==> config.mk <==
export PLATFORM = sky130hd
export DESIGN_NAME = ws2812_rx
export DESIGN_NICKNAME = d
export VERILOG_FILES = /design/src/rtl/ws2812_rx.sv
export SDC_FILE = /design/constraint.sdc
export NUM_CORES = 1
export LEC_CHECK = 0
export BUFFER_PORTS_ARGS = -buffer_cell sky130_fd_sc_hd__buf_4
export CORE_UTILIZATION = 50
export DETAILED_ROUTE_END_ITERATION = 16
export HOLD_SLACK_MARGIN = 0.08
export PLACE_DENSITY = 0.69
export REMOVE_ABC_BUFFERS = 1
export SYNTH_ARGS = -nofsm -noshare
export SYNTH_HDL_FRONTEND = slang
export SYNTH_SLANG_ARGS = --single-unit
==> constraint.sdc <==
create_clock -name clk_in -period 6.1 [get_ports clk_in]
set_input_delay 0 -clock clk_in [delete_from_list [all_inputs] [get_ports clk_in]]
set_output_delay 0 -clock clk_in [all_outputs]
set_load 0.1 [all_outputs]
==> src/rtl/ws2812_rx.sv <==
// Purpose: WS2812 serial receiver; decodes G,R,B bit stream into {R,G,B} pixels, frame_done/err pulses.
// Latency: ws_in passes a 2-flop synchronizer; pixel_valid rises 1 cycle after the decoding falling edge.
// Backpressure: none; pixel_valid/frame_done/err are single-cycle pulses the consumer must take.
// Option: define WS2812_RX_FWD_EN to forward the stream on ws_out once this node's pixel is taken.
module ws2812_rx #(
  parameter int T_GLITCH = 8,
  parameter int T_THRESH = 60,
  parameter int T_HMAX   = 150,
  parameter int T_RESET  = 5000
) (
  input  logic        clk_in,
  input  logic        rst_n,
  input  logic        ws_in,
  output logic [23:0] pixel_data,
  output logic [6:0]  pixel_idx,
  output logic        pixel_valid,
  output logic        frame_done,
  output logic        err,
  output logic        ws_out
);

  typedef enum logic [1:0] {IDLE = 2'd0, HIGH = 2'd1, LOW = 2'd2} state_t;

  localparam logic [16:0] GLITCH_L = 17'(T_GLITCH);
  localparam logic [16:0] THRESH_L = 17'(T_THRESH);
  localparam logic [16:0] HMAX_L   = 17'(T_HMAX);
  localparam logic [16:0] RESET_L  = 17'(T_RESET);

  logic        s_meta;
  logic        s_sync;
  logic        s_prev;
  logic        rise;
  logic        fall;
  state_t      state;
  state_t      state_nxt;
  logic [15:0] cnt;
  logic [16:0] len;
  logic        bit_ev;
  logic        bit_val;
  logic        glitch_ev;
  logic        hmax_ev;
  logic        end_ev;
  logic [22:0] shreg;
  logic [23:0] word;
  logic [4:0]  bit_cnt;
  logic [6:0]  idx_nxt;
  logic        px_any;

  assign rise = s_sync & ~s_prev;
  assign fall = ~s_sync & s_prev;
  // The counter is cleared on entry, one cycle after the edge that caused the
  // transition, so the number of elapsed cycles in the current level is cnt+1.
  assign len  = {1'b0, cnt} + 17'd1;
  assign word = {shreg, bit_val};

  // Two-flop synchronizer plus one history flop for edge detection
  always_ff @(posedge clk_in or negedge rst_n) begin
    if (!rst_n) begin
      s_meta <= 1'b0;
      s_sync <= 1'b0;
      s_prev <= 1'b0;
    end else begin
      s_meta <= ws_in;
      s_sync <= s_meta;
      s_prev <= s_sync;
    end
  end

  // State register and saturating level-length counter, cleared on every state change
  always_ff @(posedge clk_in or negedge rst_n) begin
    if (!rst_n) begin
      state <= IDLE;
      cnt   <= '0;
    end else begin
      state <= state_nxt;
      if (state_nxt != state) begin
        cnt <= '0;
      end else if (cnt != 16'hFFFF) begin
        cnt <= cnt + 16'd1;
      end
    end
  end

  // Next state and bit/error/frame-end decisions
  always_comb begin
    state_nxt = state;
    bit_ev    = 1'b0;
    bit_val   = 1'b0;
    glitch_ev = 1'b0;
    hmax_ev   = 1'b0;
    end_ev    = 1'b0;
    case (state)
      IDLE: begin
        if (rise) state_nxt = HIGH;
      end
      HIGH: begin
        // Over-long check comes first so a pulse of T_HMAX+1 is an error even
        // when its falling edge lands in the same cycle.
        if (len > HMAX_L) begin
          hmax_ev   = 1'b1;
          state_nxt = IDLE;
        end else if (fall) begin
          state_nxt = LOW;
          if (len < GLITCH_L) begin
            glitch_ev = 1'b1;
          end else begin
            bit_ev  = 1'b1;
            bit_val = (len >= THRESH_L);
          end
        end
      end
      LOW: begin
        // A low of exactly T_RESET still ends the frame; if the next frame's
        // first rising edge arrives in that cycle it is not lost.
        if (len == RESET_L) begin
          end_ev    = 1'b1;
          state_nxt = rise ? HIGH : IDLE;
        end else if (rise) begin
          state_nxt = HIGH;
        end
      end
      default: state_nxt = IDLE;
    endcase
  end

  // Bit assembly, pixel output, frame bookkeeping and output pulses
  always_ff @(posedge clk_in or negedge rst_n) begin
    if (!rst_n) begin
      shreg       <= '0;
      bit_cnt     <= '0;
      idx_nxt     <= '0;
      px_any      <= 1'b0;
      pixel_data  <= '0;
      pixel_idx   <= '0;
      pixel_valid <= 1'b0;
      frame_done  <= 1'b0;
      err         <= 1'b0;
    end else begin
      pixel_valid <= 1'b0;
      frame_done  <= 1'b0;
      err         <= 1'b0;
      if (glitch_ev || hmax_ev) err <= 1'b1;
      if (hmax_ev) bit_cnt <= '0;
      if (bit_ev) begin
        shreg <= word[22:0];
        if (bit_cnt == 5'd23) begin
          // Wire order is G,R,B; present as {R,G,B}
          pixel_data  <= {word[15:8], word[23:16], word[7:0]};
          pixel_valid <= 1'b1;
          pixel_idx   <= idx_nxt;
          idx_nxt     <= idx_nxt + 7'd1;
          px_any      <= 1'b1;
          bit_cnt     <= '0;
        end else begin
          bit_cnt <= bit_cnt + 5'd1;
        end
      end
      if (end_ev) begin
        if (px_any || (bit_cnt != 5'd0)) frame_done <= 1'b1;
        if (bit_cnt != 5'd0) err <= 1'b1;
        bit_cnt   <= '0;
        idx_nxt   <= '0;
        pixel_idx <= '0;
        px_any    <= 1'b0;
      end
    end
  end

`ifdef WS2812_RX_FWD_EN
  logic fwd_on;

  // Forward the synchronized stream once this node has taken its pixel, until frame end
  always_ff @(posedge clk_in or negedge rst_n) begin
    if (!rst_n) begin
      fwd_on <= 1'b0;
      ws_out <= 1'b0;
    end else begin
      ws_out <= fwd_on & s_sync;
      if (end_ev) begin
        fwd_on <= 1'b0;
      end else if (bit_ev && (bit_cnt == 5'd23)) begin
        fwd_on <= 1'b1;
      end
    end
  end
`else
  assign ws_out = 1'b0;
`endif

endmodule
==> qor.yml <==
tritoncts: "built"
setup_viol: 0
synthCells: 444
die_y_um: 97.0
fin_crit_sh_pct: 68.4
dr.pass1.iters: 4
setup_slack_ns: 1.93
grt-ovfl-total: 0
drt_iter0_drc: 220
ys.flop_type: "dfrtp_1"
finalWeightedCongestion: 0.795
cellLeakagePower_nw: 2.36
initial_utilization_pct: 51.7
arrival_ns: 4.42
peakVddDrop_v: 0.000167
yosys.area.top_type_share_pct: 50.5
achievable-frequency_mhz: 240
cp-end-kind: "register"
slew_violations: 0
cp-start-kind: "register"
synth_area_per_cell_um2: 10.2
synth_edf_count: 0
synth.area.top_cells: "dfrtp_1, nand2_1, mux2_4"
worstHoldEndpoint: "s_meta"
ctsLongestPathBuffers: 2
wl_um: 8640
status: "complete, no violations"
layout.cells.non_filler: 581
synth_warnings: 0
cp_max_fo: 33
yosysSeqAreaShare_pct: 50.5
core-area_mm2: 0.00872
tightest_slew_ns: 1.03
clkTransAtPathRegs_ns: 0.10
r2r_slack_ns: 1.93
grt_pass1_wl_um: 14800
cts_made_buffers: 9
dr.max_layer_used: "met4"
hpwl_um: 5740
tns_ns: 0
fillers: 751
skew_ns: 0.0119
grt_start_max_net_pins: 73
synth_top_area_cell: "dfrtp_1"
finalHoldViolations: 0
cts_max_level: 3
grt_antenna_before_repair: 0
drc: 0
avgRoutedWirePerCell_um: 14.9
timing.rr.end: "pixel_data[3]"
post-route-min-period_ns: 4.17
multiInputGateArea_mm2: 0.00205
ys_types: 62
die_w_um: 97.0
cts.sinks: 91
required_ns: 6.35
track_usage_pct: 19.4
r2r_cells: 9
r2r_start: "cnt[0]"
clk_latency_ns: 0.36
cts_root_buf: "clkbuf_8"
drive_above_1_share_pct: 19.7
dieArea_mm2: 0.00940
worst_hold_slack_ns: 0.295
route.met2.wl_um: 3930
rsz0062_at_grt: "no"
dp_slack_ns: 1.91
vias: 3222
first_global_vias: 2922
holdPathStages: 2
synth-seq-cells: 91
path_class: "register to register"
hold_path.class: "input pin to register"
synth_area_mm2: 0.00451
relSlewSlack_pct: 31.4
wl_met3_um: 257
pin_count: 38
diodes: 0
syn2layout_area_growth_pct: 11.3
placedCellCount: 562
via_per_inst: 5.55
postSynth.asyncResetShare_pct: 100
drt-met1-wl_um: 4330
holdCritStartpoint: "ws_in"
ant_nets: 0
rows: 34
register_area_mm2: 0.00228
p_per_area_mw_per_mm2: 254
drv_cap: 0
nets: 476
numPortBuffers: 36
[metrics by stage]
stage | power, mW | area (µm²) | util (%)
after floorplan | 0.818 | 4350 | -
after global placement | 0.877 | 4800 | 55.0
after detailed placement | 0.882 | 4800 | 55.0
after CTS | 1.29 | 5020 | 57.6
after global routing | 1.35 | 5020 | 57.6
final | 1.27 | 5020 | 57.6
[where the power goes]
group / internal, mW / leakage [nW] / switching [mW] / total (mW)
combinational: 0.0775 / 1.01 / 0.125 / 0.202
clock: 0.169 / 0.0973 / 0.230 / 0.399
sequential: 0.627 / 1.26 / 0.0453 / 0.673
total: 0.874 / 2.36 / 0.400 / 1.27
[synth_stat cells, types with 6 or more instances]
cell type,instances
nand4_1,6
dfrtp_1,91
mux2_4,20
xnor2_1,8
nor2b_1,6
buf_2,11
or4_1,6
a21oi_1,19
xor2_1,6
clkbuf_1,11
o31ai_1,7
nand3_1,17
nand2_1,93
nor2_1,23
o21ai_0,19
inv_1,8
[cells in the final DEF, fill, tap and decap left out, types with 5 or more instances in the layout]
| cell type | netlist | layout |
|---|---|---|
| nand2_1 | 93 | 93 |
| xnor2_1 | 8 | 8 |
| clkbuf_8 | 0 | 10 |
| nand3_1 | 17 | 17 |
| dfrtp_1 | 91 | 91 |
| nor2_1 | 23 | 23 |
| inv_1 | 8 | 8 |
| ha_1 | 5 | 5 |
| buf_4 | 2 | 40 |
| mux2_2 | 5 | 5 |
| nor2b_1 | 6 | 6 |
| mux2_4 | 20 | 20 |
| xor2_1 | 6 | 6 |
| o21ai_0 | 19 | 19 |
| a21oi_1 | 19 | 19 |
| o31ai_1 | 7 | 7 |
| or4_1 | 6 | 6 |
| nand4_1 | 6 | 6 |
[layer usage]
layer	vias up	GRT usage, %
li1	1612	-
met1	1551	29.4
met2	48	27.7
met3	11	4.26
met4	0	5.97
met5	-	0
[sequential cells by signal, indices dropped and copies added, names as in the netlist, 2 cells and up]
register	flops
bit_cnt	5
cnt	16
idx_nxt	7
pixel_data	24
pixel_idx	7
shreg	23
state	2
[what timing repair did]
action                                 CTS  global route
buffers inserted                         0             0
hold buffers                             3             0
endpoints found under the hold margin   20             0
gates resized for setup                  0             0
[cells by family after synthesis]
logic type               Yosys count  share of synthesized area [%]
multiplexers                      27                           8.35
adder cells (fa/ha/maj)            5                           1.39
other                              1                         0.0832
flip-flops                        91                           50.5
AO/OA/AOI/OAI                     80                           12.1
buffers and inverters             38                           4.13
XOR/XNOR                          14                           2.72
AND/OR/NAND/NOR                  188                           20.7
[worst max path at each step]
stage | from | to | cells past startpoint
finish | cnt[0] | pixel_data[3] | 9
global route | cnt[0] | pixel_data[3] | 9
CTS | cnt[0] | pixel_data[3] | 9
detailed placement | cnt[0] | pixel_data[3] | 9
global placement | cnt[0] | pixel_data[2] | 9
floorplan | cnt[0] | pixel_data[1] | 8
[critical path, cell delays in order, from the launching register on]
cell and delay [ns]:
dfrtp_1 0.49, ha_1 0.37, nand2_1 0.24, nor4_1 0.33, mux2_2 0.41, nor4_4 0.44, and4_1 0.25, buf_4 0.30
and2_2 0.80, mux2_2 0.42
[layout make-up]
type / instances / share of cell area [%]
clock buffers: 10 / 2.74
clock inverters: 6 / 1.12
inverters: 8 / 0.598
multi-input cells: 315 / 40.9
flip-flops and latches: 91 / 45.4
well taps: 108 / 2.69
repair buffers: 43 / 6.58
Power figures use the tool's default switching activity.
